### src/rtl/instruction_fetch.sv
// Byte-serial instruction fetch: issues program-memory reads, assembles
// BYTES_PER_INSTR bytes little-endian and hands the word to the decoder.
//
// state    | meaning
// ---------+-------------------------------------------------
// ST_FETCH | issuing reads and collecting returned bytes
// ST_HOLD  | complete instruction held, waiting for decoder
module instruction_fetch #(
  parameter int ADDR_WIDTH      = 8,
  parameter int BYTE_WIDTH      = 8,
  parameter int BYTES_PER_INSTR = 4
) (
  input  logic                                  clk,
  input  logic                                  rst,
  output logic                                  mem_rd_en,
  output logic [ADDR_WIDTH-1:0]                 mem_addr,
  input  logic [BYTE_WIDTH-1:0]                 mem_rdata,
  output logic [BYTE_WIDTH*BYTES_PER_INSTR-1:0] instr_out,
  output logic [ADDR_WIDTH-1:0]                 instr_pc,
  output logic                                  instr_valid,
  input  logic                                  instr_ready,
  input  logic                                  jump_en,
  input  logic [ADDR_WIDTH-1:0]                 jump_addr
);

  localparam int CW = $clog2(BYTES_PER_INSTR + 1);
  localparam int IW = BYTE_WIDTH * BYTES_PER_INSTR;
  localparam logic [CW-1:0] NUM  = CW'(BYTES_PER_INSTR);
  localparam logic [CW-1:0] LAST = CW'(BYTES_PER_INSTR - 1);

  typedef enum logic {ST_FETCH = 1'b0, ST_HOLD = 1'b1} state_t;

  state_t                r_state;
  state_t                w_state_next;
  logic [ADDR_WIDTH-1:0] r_pc;
  logic [CW-1:0]         r_issue_cnt;
  logic [CW-1:0]         r_recv_cnt;
  logic                  r_pend;
  logic [IW-1:0]         r_instr;
  logic [ADDR_WIDTH-1:0] r_instr_pc;
  logic                  r_valid;

  logic                  w_rd_en;
  logic [ADDR_WIDTH-1:0] w_addr;
  logic                  w_done;
  logic                  w_handshake;

  assign w_done      = (r_state == ST_FETCH) && r_pend && (r_recv_cnt == LAST);
  assign w_handshake = r_valid && instr_ready;

  always_ff @(posedge clk) begin
    if (rst) r_state <= ST_FETCH;
    else     r_state <= w_state_next;
  end

  always_comb begin
    w_state_next = r_state;
    if (jump_en) begin
      w_state_next = ST_FETCH;
    end else begin
      case (r_state)
        ST_FETCH: if (w_done)      w_state_next = ST_HOLD;
        ST_HOLD:  if (w_handshake) w_state_next = ST_FETCH;
        default:                   w_state_next = ST_FETCH;
      endcase
    end
  end

  always_comb begin
    w_rd_en = (r_state == ST_FETCH) && (r_issue_cnt < NUM) && !rst;
    w_addr  = r_pc + ADDR_WIDTH'(r_issue_cnt);
  end

  // r_pend tags the byte arriving this cycle as belonging to the current fetch;
  // clearing it on jump/reset drops any read already in flight.
  always_ff @(posedge clk) begin
    if (rst) begin
      r_pc        <= '0;
      r_issue_cnt <= '0;
      r_recv_cnt  <= '0;
      r_pend      <= 1'b0;
      r_instr     <= '0;
      r_instr_pc  <= '0;
      r_valid     <= 1'b0;
    end else if (jump_en) begin
      r_pc        <= jump_addr;
      r_issue_cnt <= '0;
      r_recv_cnt  <= '0;
      r_pend      <= 1'b0;
      r_valid     <= 1'b0;
    end else if (r_state == ST_FETCH) begin
      r_pend <= w_rd_en;
      if (w_rd_en) r_issue_cnt <= r_issue_cnt + 1'b1;
      if (r_pend) begin
        for (int k = 0; k < BYTES_PER_INSTR; k++) begin
          if (r_recv_cnt == CW'(k)) r_instr[BYTE_WIDTH*k +: BYTE_WIDTH] <= mem_rdata;
        end
        if (r_recv_cnt == LAST) begin
          r_valid     <= 1'b1;
          r_instr_pc  <= r_pc;
          r_pc        <= r_pc + ADDR_WIDTH'(BYTES_PER_INSTR);
          r_issue_cnt <= '0;
          r_recv_cnt  <= '0;
        end else begin
          r_recv_cnt <= r_recv_cnt + 1'b1;
        end
      end
    end else begin
      r_pend <= 1'b0;
      if (w_handshake) r_valid <= 1'b0;
    end
  end

  assign mem_rd_en   = w_rd_en;
  assign mem_addr    = w_addr;
  assign instr_out   = r_instr;
  assign instr_pc    = r_instr_pc;
  assign instr_valid = r_valid;

endmodule
### config.mk
export PLATFORM = sky130hd
export DESIGN_NAME = instruction_fetch
export DESIGN_NICKNAME = d
export VERILOG_FILES = /design/src/rtl/instruction_fetch.sv
export SDC_FILE = /design/constraint.sdc
export NUM_CORES = 1
export LEC_CHECK = 0
export CORE_MARGIN = 4
export CORE_UTILIZATION = 51
export CTS_CLUSTER_DIAMETER = 100
export CTS_CLUSTER_SIZE = 10
export DETAILED_ROUTE_END_ITERATION = 8
export GPL_ROUTABILITY_DRIVEN = 0
export GPL_TIMING_DRIVEN = 1
export PLACE_DENSITY = 0.83
export SLEW_MARGIN = 20
export SYNTH_ARGS = -nofsm -noshare
export SYNTH_HDL_FRONTEND = slang
export SYNTH_SLANG_ARGS = --single-unit
### constraint.sdc
create_clock -name clk -period 2.5 [get_ports clk]
set_input_delay 0.625 -clock clk [delete_from_list [all_inputs] [get_ports clk]]
set_output_delay 0.625 -clock clk [all_outputs]
set_load 0.02 [all_outputs]
* After elaboration in Yosys (flattened, before gate mapping)
Cells that the tools add are included.
** Storage, ports and cells
- RAM bits :: 0
- Output and inout port bits :: 50
- Bits in latches :: 0
- Memories :: 0
- Bits in read-only memories :: 0
- Register bits after elaboration :: 57
** Operators by class
- Mux-type cells :: 15
- $lt $le $gt $ge :: 1
- Shifts and indexed selects :: 0
- Div/mod/pow operators :: 0
- Multiply operators :: 0
- $add $sub $neg :: 4
- Bitwise operators :: 2
- Equal/unequal tests :: 5
- Reduce and logical (&&, ||, !) cells :: 20
** Operators by type and width (number)
- 8-bit 2-to-1 mux :: 4
- 4-bit AND reduction :: 4
- 3-bit 2-to-1 mux :: 4
- 8-bit by 3-bit adder with 8-bit output :: 1
- 8-bit by 3-bit adder with 8-bit output (second input constant) :: 1
- 2-bit nonzero test :: 4
- 3-bit by 1-bit adder with 3-bit output (second input constant) :: 2
- 3-bit by 2-bit equality test with 1-bit output (second input constant) :: 2
- 1-bit 2-to-1 mux :: 6
- 3-bit AND reduction :: 2
- 1-bit logical AND :: 5
- 3-bit by 1-bit equality test with 1-bit output (second input constant) :: 1
- 3-bit logical NOT :: 1
- 3-bit < comparator (second input constant) :: 1
- 3-bit OR reduction :: 1
- 2-bit by 1-bit != test with 1-bit output (second input constant) :: 1
- 2-bit != test (second input constant) :: 1
- 1-bit inverter :: 2
- 1-bit case mux with 2 select lines :: 1
- 2-bit AND reduction :: 1
- 2-bit OR reduction :: 1
- 1-bit logical NOT :: 1

* Logic depth before layout (Yosys ltp)
Gate-level depths: netlist (run 1).
- Depth in word-level cells :: 6
- Gate-level depth with buffers :: 6
- Depth with buffers taken out :: 5

* Least setup slack after synthesis (run 1)
No wires, ideal clock.
- Kind :: reg-to-output
- Start point :: reg r_pc[0]
- End point :: out mem_addr[6]
- Cell stages (with the launch flop) :: 6
- Path slack :: 0.462 ns
- Arrival time :: 1.413 ns
- Required time :: 1.875 ns
- Cells stage by stage :: dfxtp_1 > ha_1 > fa_1 > a21o_1 > nand4_1 > xnor2_1
** On the way
- Cells in the longest elaborated chain, start to end :: 1
** RTL lines
- start, declared :: RTL line 35 : logic [ADDR_WIDTH-1:0] r_pc;
- start signal, assigned :: RTL line 86 : r_pc <= jump_addr;
- start signal, assigned :: RTL line 101 : r_pc <= r_pc + ADDR_WIDTH'(BYTES_PER_INSTR);
- 8-bit by 3-bit adder with 8-bit output :: RTL line 71 : w_addr = r_pc + ADDR_WIDTH'(r_issue_cnt);
- end, declared :: RTL line 16 : output logic [ADDR_WIDTH-1:0] mem_addr,
No other way between the ends.

* Final worst setup path (run 1)
Same ends and word-level chain as after synthesis.

==> out/summary.txt, run 1 <==
Die height = 77.9 um
Mapped cell area = 2490 um^2
Yosys Warn Count = 0
Kind of critical path = reg2out
Ys flop type = dfxtp_1
Switching pwr = 0.463 mW
Vias in the first global route = 2274
Final setup fails = 0
WP data arrival = 1.79 ns
WL final = 6.96 mm
Post-route ant nets = 0
Reg power frac = 49.5%
EDFF count, synth = 0
Pwr Density = 552 nW/um^2
Cts hold-fix bufs = 0
Worst r2r src = r_state$_SDFF_PP0_
TNS Setup = 0 ns
Storage cell area = 1140 um^2
R2r endpoint = r_pc[5]$_SDFFE_PP0P_
Vias per cell = 5.63
Area leader, netlist = dfxtp_1
Comb pwr share = 10.0%
Worst Tran Pin Value = 0.517 ns
Hold WC Path Type = reg2reg
Core Area = 4720 um^2
Flop-to-flop setup slack = 0.75 ns
Largest family of logic cells by synthesized area = compound AO/OA/AOI/OAI gates
Residual DRC = 0
Adder-cell share of the synthesized area = 5.32%
Area growth syn-to-layout = 38.3%
First-pass GRT wire length = 11.5 mm
Hold endpoint = instr_pc[4]$_SDFFE_PP0P_
Post-layout util = 73.0%
Crit-path max FO = 2
Worst Hold Depth = 2
Final Hold Fails = 0
R2R depth = 3
Min Tclk post-route = 2.41 ns
Starting Density = 52.8%
Top cells by count, synth = dfxtp_1 (57), a21oi_1 (49), nand3_1 (44), o21ai_0 (36), clkbuf_1 (19)
CP Capture Type = output port
Avg Cell Area, Syn = 8.26 um^2
Post-CTS Setup Repair Bufs = 0
Max IR drop VDD = 0.506 mV
# Max-Cap Violations = 0
Top cells by area, synth = dfxtp_1 (46%), a21oi_1 (9.8%), nand3_1 (8.8%)
Switching Share = 24.3%
Worst hold margin = 0.474 ns
Mapped Nets = 332
Clock Skews = 0.00639 ns
Pleak = 1.23 nW
Filler instances = 381
Routed WL per cell = 15.8 um
Pint = 1.44 mW
Total power draw = 1.91 mW
Die width = 77.9 um
Fin area = 3450 um^2
Relative slew slack = 65.5%
Post-synth cell types = 39
GRT overflow = 0
Largest net degree at the start of global routing = 50
Via count = 2490
Area of the multi-input gates = 1230 um^2
Antenna violations before repair = 0
Initial DRC count = 228
Clock sink total = 57
RSZ-0062 raised after global routing = true
I/O pin total = 70
Simple-gate area share of the yosys netlist = 17.9%
Mapped Cells = 302
Crit share post-route = 96.4%
Critical Path Start Type = flop
Worst-Skew Late Latency = 0.33 ns
Worst Path Required = 1.88 ns
Most common cell in the synthesized netlist = dfxtp_1
Yosys reg bits = 57
Status = completed
Clock Tree Root = clkbuf_8
Port Buf Inserts = 69
Async set-reset flop share out of synthesis = 0%
Die area = 6070 um^2
Post-synthesis sequential area ratio = 45.7%
Hold path start = instr_pc[4]$_SDFFE_PP0P_
Placed inst area = 3280 um^2
Pre-Repair DR Iteration Count = 4
Max Slew Vio Count = 0
Antenna Diode Count = 0
Post-DP HPWL = 4.78 mm
Clock share of power = 40.5%
Max clock buf depth = 2
TritonCTS clock tree = done
Rows = 25
Layout Nets = 401
Overall fraction of global-route tracks in use = 23.9%
Clock transition at the registers of the reported paths = 0.06 ns
CTS Buf Count = 9
Share of cells above drive strength 1 = 10.9%
Yosys top cell area share = 45.7%
Compound-Gate Fraction of Synth Area = 22.0%
F_max = 415 MHz
Synth Area in XOR/XNOR = 2.46%
Mux contribution to synthesized area = 0.802%
H-tree Lvls = 3
[routing by layer]
| layer | share of wire (%) | global-route usage (%) | up-vias | wire length (um) |
|---|---|---|---|---|
| li1 | - | - | 1203 | - |
| met2 | 51 | 38.4 | 93 | 3550 |
| met1 | 41 | 30.3 | 1180 | 2890 |
| met3 | 5.6 | 6.50 | 14 | 388 |
| met5 | 0 | 0 | - | 0 |
| met4 | 2.0 | 9.79 | 0 | 140 |
[cell families (layout without fill, tap and decap cells)]
kind of cell / Yosys count / count (layout)
xor gates and xnor gates: 7 / 7
buffers and inverters: 37 / 110
AOI/OAI and AO/OA: 103 / 103
and+or+nand+nor: 86 / 86
DFF: 57 / 57
muxes: 2 / 2
adders and majority gates: 10 / 10
[through the flow]
stage                     cells  worst slack, ns
after floorplan             302            0.462
after global placement      427           -0.106
after detailed placement    427          -0.0981
after CTS                   442           -0.169
after global routing        442         -0.00750
final                       442           0.0899
[worst max-delay path by stage]
| stage | start | endpoint | slack [ns] |
|---|---|---|---|
| 2_1_floorplan | r_pc[0]$_SDFFE_PP0P_ | mem_addr[6] | 0.46 |
| 3_3_place_gp | rst | mem_rd_en | -0.11 |
| 3_5_place_dp | r_pc[0]$_SDFFE_PP0P_ | mem_addr[6] | -0.1 |
| 4_1_cts | r_pc[0]$_SDFFE_PP0P_ | mem_addr[6] | -0.17 |
| 5_1_grt | r_pc[0]$_SDFFE_PP0P_ | mem_addr[6] | -0.007 |
| 6_report | r_pc[0]$_SDFFE_PP0P_ | mem_addr[6] | 0.09 |
[what timing repair did]
action	CTS	global route
cloned	0	0
resized for setup	17	14
setup endpoints to repair	8	6
[state kept, by name, indices dropped and copies added, names as in the netlist]
name and cells:
r_issue_cnt 3, instr_valid 1, instr_pc 8, r_pc 8
r_pend 1, r_state 1, r_recv_cnt 3, instr_out 32
[cells in the final DEF, fill, tap and decap left out, types with 7 or more instances in the layout]
master | netlist | final
nand3_1 | 44 | 44
nand2_1 | 12 | 12
a21oi_1 | 49 | 47
clkdlybuf4s50_1 | 0 | 61
o21ai_1 | 7 | 7
ha_1 | 9 | 8
clkbuf_8 | 0 | 12
nor2_1 | 12 | 12
inv_1 | 11 | 11
o21ai_0 | 36 | 36
buf_4 | 0 | 16
dfxtp_1 | 57 | 57
[area by class of cell]
class,count,area share [%]
multi-input cells,208,35.7
flip-flops and latches,57,33.1
repair buffers,83,22.3
clock buffers,13,4.90
well taps,67,2.43
inverters,12,1.31
clock inverters,2,0.363
[power by group through the flow]
stage | Clock [mW] | Combinational (mW) | Sequential [mW]
6_report | 0.772 | 0.191 | 0.942
5_1_grt | 0.826 | 0.208 | 0.944
4_1_cts | 0.786 | 0.191 | 0.942
3_5_place_dp | 0 | 0.196 | 0.962
3_3_place_gp | 0 | 0.194 | 0.961
2_1_floorplan | 0 | 0.0947 | 0.963
[worst max-delay path: stages, from the launching register on]
cell and delay [ns]:
dfxtp_1 0.33, ha_2 0.20, fa_2 0.35, a21o_1 0.19, nand4_1 0.11, xnor2_1 0.12, buf_4 0.16
Note: power is estimated with default switching activity, not from simulation.
==> run 2: changes to the inputs <==
==> constraint.sdc (replaced) <==
create_clock -name clk -period 2.8 [get_ports clk]
set_input_delay 0.7 -clock clk [delete_from_list [all_inputs] [get_ports clk]]
set_output_delay 0.7 -clock clk [all_outputs]
set_load 0.02 [all_outputs]
==> run 2 against run 1 <==
- critical path depth shrank 3
- first-iteration DRC count grew 10%
- non-clock buffer count shrank 8
- clock power shrank 3.2%
- largest cell class unchanged
- highest routed layer unchanged
==> out/summary.txt, run 2 (synthesized netlist as in run 1, its figures left out) <==
Status = completed
Worst path cell trace = clkdlybuf4s50_1 -> nor3_1 -> clkdlybuf4s50_1
Vias in the first global route = 2257 (-0.75%)
Worst-Skew Late Latency = 0.32 ns (about the same)
Pwr Density = 514 nW/um^2 (-6.9%)
Final setup fails = 0 (unchanged)
Rows = 25 (unchanged)
Via count = 2483 (-0.28%)
Kind of critical path = in2out
Overall fraction of global-route tracks in use = 23.0% (-0.86 points)
Max FFs per register = 32 (unchanged)
Slowest CP cell = clkdlybuf4s50_1
WL final = 6.79 mm (-2.5%)
Residual DRC = 0 (unchanged)
Antenna violations before repair = 0 (unchanged)
RSZ-0062 raised after global routing = false
F_max = 368 MHz
Crit-path max FO = 2 (unchanged)
Max stage delay on crit path = 0.64 ns (+0.29 ns)
TNS Setup = 0 ns (unchanged)
Most frequent cells in the layout = clkdlybuf4s50_1 (63), dfxtp_1 (57), a21oi_1 (49)
Worst hold margin = 0.472 ns (-0.00189 ns)
Worst Hold Depth = 2 (unchanged)
Worst Tran Pin Value = 0.502 ns (-0.0149 ns)
Clock transition at the registers of the reported paths = 0.06 ns (about the same)
I/O pin total = 70 (unchanged)
Max Slew Vio Count = 0 (unchanged)
R2r endpoint = r_pc[5]$_SDFFE_PP0P_
CTS Buf Count = 9 (unchanged)
Hold path start = instr_pc[4]$_SDFFE_PP0P_
CP most frequent cell = clkdlybuf4s50_1
Max IR drop VDD = 0.348 mV (-31%)
Post-route ant nets = 0 (unchanged)
Crit share post-route = 97.1%
Antenna Diode Count = 0 (unchanged)
Post-DP HPWL = 4.70 mm (-1.8%)
GRT overflow = 0 (unchanged)
Die width = 77.9 um (unchanged)
Max clock buf depth = 2 (unchanged)
Final Hold Fails = 0 (unchanged)
Layout Nets = 393 (-2.0%)
Core Area = 4720 um^2 (unchanged)
H-tree Lvls = 3 (unchanged)
Post-CTS Setup Repair Bufs = 0 (unchanged)
Worst r2r src = r_recv_cnt[1]$_SDFFE_PP0N_
TritonCTS clock tree = done
Relative slew slack = 66.5% (+0.99 points)
Share of cells above drive strength 1 = 7.07% (-3.9 points)
Clock Tree Root = clkbuf_8
R2R depth = 4 (+1)
Min Tclk post-route = 2.72 ns
Most common cell after layout, fill and taps aside = clkdlybuf4s50_1
CP Capture Type = output port
Starting Density = 52.8% (unchanged)
Area growth syn-to-layout = 36.8%
Critical Path Start Type = input pin
Filler instances = 374 (-1.8%)
Largest net degree at the start of global routing = 50 (unchanged)
# Max-Cap Violations = 0 (unchanged)
Worst Path Required = 2.10 ns (+0.22 ns)
Pre-Repair DR Iteration Count = 5 (+1)
Pleak = 1.22 nW (-1.0%)
Vias per cell = 5.71 (+1.3%)
Clock Skews = 0.00826 ns (+0.00187 ns)
Die area = 6070 um^2 (unchanged)
Routed WL per cell = 15.6 um (-0.89%)
Port Buf Inserts = 69 (unchanged)
Hold endpoint = instr_pc[4]$_SDFFE_PP0P_
Hold WC Path Type = reg2reg
WP data arrival = 2.02 ns (+0.23 ns)
Initial DRC count = 251 (+10%)
Clock sink total = 57 (unchanged)
Die height = 77.9 um (unchanged)
First-pass GRT wire length = 11.3 mm (-1.9%)
Flop-to-flop setup slack = 0.87 ns (+0.12 ns)
## run 2: cell count changes in the layout (fill, tap and decap cells not counted), moves of 2 or more
cell and delta:
a21oi_2 -2, clkbuf_2 -2, a21oi_1 +2, clkdlybuf4s50_1 +2
buf_4 -10, clkbuf_8 -2, clkinv_2 +3
## run 2: power by group
part,total (mW),switching (mW),internal (mW),leakage [nW]
clock network,0.747,0.318,0.428,0.102
registers,0.844,0.0185,0.826,0.462
logic,0.163,0.0916,0.0718,0.652
## run 2: cell type report
class / instances / area (um^2) / area share, %
Clock buffer: 10 / 138 / 4.03
Timing Repair Buffer: 75 / 729 / 21.4
Tap cell: 67 / 83.8 / 2.46
Sequential cell: 57 / 1140 / 33.4
Multi-Input combinational cell: 208 / 1220 / 35.7
Inverter: 12 / 45.0 / 1.32
Clock inverter: 6 / 57.6 / 1.69
## run 2: critical path: cells and delay by family
kind | cells | cell delay, ns
buffers and inverters | 2 | 1.11
AND/OR/NAND/NOR | 1 | 0.20
## run 2: through the flow
stage	instances	util (%)	power, mW	setup slack (ns)	area [um^2]
global placement	419	68.2	1.02	0.0749	3220
CTS	435	72.2	1.76	0.00691	3410
floorplan	302	-	0.945	0.687	2490
finish	435	72.2	1.75	0.0823	3410
global route	435	72.2	1.82	0.00735	3410
detailed placement	419	68.2	1.03	0.0740	3220
## run 2: routing by layer
metal / GRT usage [%] / vias up / wire [um]
li1: - / 1195 / -
met1: 30.6 / 1184 / 2900
met2: 37.3 / 94 / 3420
met3: 4.64 / 10 / 391
met4: 7.87 / 0 / 83
met5: 0 / - / 0
## run 2: worst max path at each step
stage,from,end,slack (ns),cells after the start
after floorplan,r_pc[0]$_SDFFE_PP0P_,mem_addr[6],0.69,5
final,rst,mem_rd_en,0.08,3
after global routing,r_issue_cnt[2]$_SDFFE_PP0N_,mem_addr[3],0.007,5
after global placement,rst,mem_rd_en,0.07,3
after detailed placement,rst,mem_rd_en,0.07,3
after CTS,r_issue_cnt[0]$_SDFFE_PP0N_,mem_addr[2],0.007,4
## run 2: what timing repair did
item	CTS	global route
gates cloned	0	0
hold endpoints to repair	0	0
resized for setup	5	5
hold buffers	0	0
endpoints found under the setup margin	5	3
==> run 3: changes to the inputs <==
--- a/config.mk
+++ b/config.mk
@@ -5,6 +5,8 @@
 export SDC_FILE = /design/constraint.sdc
 export NUM_CORES = 1
 export LEC_CHECK = 0
+export ABC_AREA = 1
+export CAP_MARGIN = 25
 export CORE_MARGIN = 4
 export CORE_UTILIZATION = 51
 export CTS_CLUSTER_DIAMETER = 100
@@ -12,7 +14,7 @@
 export DETAILED_ROUTE_END_ITERATION = 8
 export GPL_ROUTABILITY_DRIVEN = 0
 export GPL_TIMING_DRIVEN = 1
-export PLACE_DENSITY = 0.83
+export PLACE_DENSITY = 0.84
 export SLEW_MARGIN = 20
 export SYNTH_ARGS = -nofsm -noshare
 export SYNTH_HDL_FRONTEND = slang
==> run 3 against run 2 <==
- clock-buffer cell count did not move
- largest power group unchanged
- total power down 3.8%
- global-route usage down 2.0 points
- maximum frequency down 0.48%
- core utilization is 0.37 points lower
- sequential power about the same
- worst hold slack better by 0.011 ns
- routed wire length shrank 12%
- non-clock buffer count is 1 higher
- first-iteration DRC count is 45% lower
==> out/summary.txt, run 3 <==
Area of the multi-input gates = 1170 um^2 (-3.7%)
GRT overflow = 0 (unchanged)
Storage cell area = 1140 um^2 (unchanged)
Post-DP HPWL = 4.45 mm (-5.3%)
Comb pwr share = 11.3% (+2.0 points)
Layout Nets = 419 (+6.6%)
Worst path cell trace = clkdlybuf4s50_1 -> inv_1 -> nand2_1 -> inv_1 -> clkdlybuf4s50_1
Area leader, netlist = dfxtp_1
Family with the most delay on the worst path = buffers and inverters
Post-synthesis sequential area ratio = 46.1% (+0.37 points)
Clock transition at the registers of the reported paths = 0.07 ns (about the same)
Vias in the first global route = 2207 (-2.2%)
Top cells by area, synth = dfxtp_1 (46%), nor2_1 (13%), o21ai_0 (9.1%)
Min Tclk post-route = 2.73 ns (+0.0132 ns)
Async set-reset flop share out of synthesis = 0% (unchanged)
Die area = 6030 um^2 (-0.72%)
Area growth syn-to-layout = 37.2%
Rows = 25 (unchanged)
Pleak = 1.40 nW (+15%)
Overall fraction of global-route tracks in use = 21.0% (-2.0 points)
Most common cell after layout, fill and taps aside = nor2_1
Clock share of power = 38.7% (-3.9 points)
Final setup fails = 0 (unchanged)
Worst Path Required = 2.10 ns (about the same)
Most common cell in the synthesized netlist = nor2_1
Worst-Skew Late Latency = 0.33 ns (about the same)
Critical Path Start Type = input pin
Clock sink total = 57 (unchanged)
Max Slew Vio Count = 0 (unchanged)
Die height = 77.7 um (-0.36%)
CP Buf/Inv Count = 4 (+2)
Filler instances = 403 (+7.8%)
WP data arrival = 2.03 ns (about the same)
Ys flop type = dfxtp_1
Switching pwr = 0.438 mW (+2.1%)
Core Area = 4720 um^2 (unchanged)
Post-synth cell types = 30 (-23%)
TNS Setup = 0 ns (unchanged)
Residual DRC = 0 (unchanged)
Reg power frac = 50.0% (+1.9 points)
Largest net degree at the start of global routing = 45 (-10%)
Crit share post-route = 97.5% (+0.47 points)
Max stage delay on crit path = 0.62 ns (-0.02 ns)
First-pass GRT wire length = 10.1 mm (-10%)
I/O pin total = 70 (unchanged)
Hold WC Path Type = reg2reg
CTS Buf Count = 9 (unchanged)
Kind of critical path = in2out
Die width = 77.7 um (-0.36%)
Share of cells above drive strength 1 = 11.5% (+4.4 points)
Pint = 1.25 mW (-5.7%)
Crit-path max FO = 3 (+1)
Clock Skews = 0.00848 ns (+0.000225 ns)
# Max-Cap Violations = 0 (unchanged)
Post-CTS Setup Repair Bufs = 0 (unchanged)
Via count = 2348 (-5.4%)
Max FFs per register = 32 (unchanged)
Relative slew slack = 76.2% (+9.7 points)
Switching Share = 25.9% (+1.5 points)
Final Hold Fails = 0 (unchanged)
Pre-Repair DR Iteration Count = 4 (-1)
Worst hold margin = 0.483 ns (+0.0112 ns)
Status = completed
TritonCTS clock tree = done
F_max = 366 MHz (-0.48%)
Mapped Nets = 343 (+3.3%)
Yosys top cell area share = 46.1% (+0.37 points)
Avg Cell Area, Syn = 7.91 um^2 (-4.3%)
Antenna Diode Count = 0 (unchanged)
Max IR drop VDD = 0.375 mV (+7.9%)
Top cells by count, synth = nor2_1 (87), dfxtp_1 (57), o21ai_0 (45), nand2_1 (29), a21oi_1 (15)
RSZ-0062 raised after global routing = false
Clock Tree Root = clkbuf_8
H-tree Lvls = 3 (unchanged)
Antenna violations before repair = 0 (unchanged)
Yosys reg bits = 57 (unchanged)
CP Capture Type = output port
Mapped Cells = 313 (+3.6%)
Initial DRC count = 139 (-45%)
WL final = 5.98 mm (-12%)
Pwr Density = 497 nW/um^2 (-3.3%)
Yosys Warn Count = 0 (unchanged)
Worst Tran Pin Value = 0.357 ns (-0.145 ns)
Vias per cell = 5.10 (-11%)
Port Buf Inserts = 69 (unchanged)
Starting Density = 52.4% (-0.42 points)
EDFF count, synth = 0 (unchanged)
Mapped cell area = 2470 um^2 (-0.80%)
Most frequent cells in the layout = nor2_1 (87), clkdlybuf4s50_1 (63), dfxtp_1 (57)
Post-route ant nets = 0 (unchanged)
Routed WL per cell = 13.0 um (-17%)
Max clock buf depth = 2 (unchanged)
Slowest CP cell = clkdlybuf4s50_1
[run 3: worst register-to-register path: cells and delay by family, from the launching register on]
kind,cells,cell delay (ns)
DFF,1,0.39
buffers and inverters,1,0.22
and+or+nand+nor,6,0.65
adders and majority gates,1,0.26
[run 3: logic make-up after synthesis]
logic type      synth area share [%]
compound gates                  13.2
xor+xnor                        2.48
fa+ha+maj                       5.36
buf+inv                         6.52
flops                           46.1
mux                            0.404
simple gates                    25.9
[run 3: area by class of cell]
type	count	area share, %
well taps	67	2.47
clock inverters	5	0.958
repair buffers	76	21.7
inverters	20	2.69
clock buffers	10	4.05
flip-flops and latches	57	33.6
multi-input cells	225	34.5
[run 3: through the flow]
step	cell area, um^2	utilization [%]	worst slack, ns	cells	power, mW
final	3390	71.9	0.0691	460	1.69
after CTS	3400	71.9	0.00115	460	1.70
after detailed placement	3230	68.4	0.0805	445	1.06
after floorplan	2470	-	0.592	313	0.964
after global routing	3390	71.9	0.0144	460	1.76
after global placement	3230	68.4	0.112	445	1.05
[run 3: layer usage]
metal / vias to the layer above / track usage (%) / routed length, um
li1: 1166 / - / -
met1: 1068 / 26.4 / 2610
met2: 104 / 33.1 / 2730
met3: 10 / 7.31 / 549
met4: 0 / 8.19 / 89
met5: - / 0 / 0
[run 3: path summary, 6_finish.rpt]
kind | start | endpoint | slack [ns] | depth (start not counted)
setup reg to reg | r_recv_cnt[0]$_SDFFE_PP0N_ | r_pc[5]$_SDFFE_PP0P_ | 1.24 | 8
setup / recovery | rst | mem_rd_en | 0.07 | 5
hold reg to reg | instr_out[0]$_SDFFE_PP0P_ | instr_out[0]$_SDFFE_PP0P_ | 0.48 | 2
hold / removal | instr_out[0]$_SDFFE_PP0P_ | instr_out[0]$_SDFFE_PP0P_ | 0.48 | 2
[run 3: timing repair]
action                                  in CTS  in global routing
hold buffers                                 0                  0
gates resized for setup                      5                  3
endpoints found under the setup margin       5                  2
[run 3: power by group through the flow]
stage	Combinational (mW)	Sequential [mW]	Clock, mW
after global placement	0.191	0.861	0
final	0.191	0.845	0.653
after CTS	0.192	0.844	0.663
after floorplan	0.0974	0.867	0
after global routing	0.211	0.847	0.705
after detailed placement	0.194	0.862	0
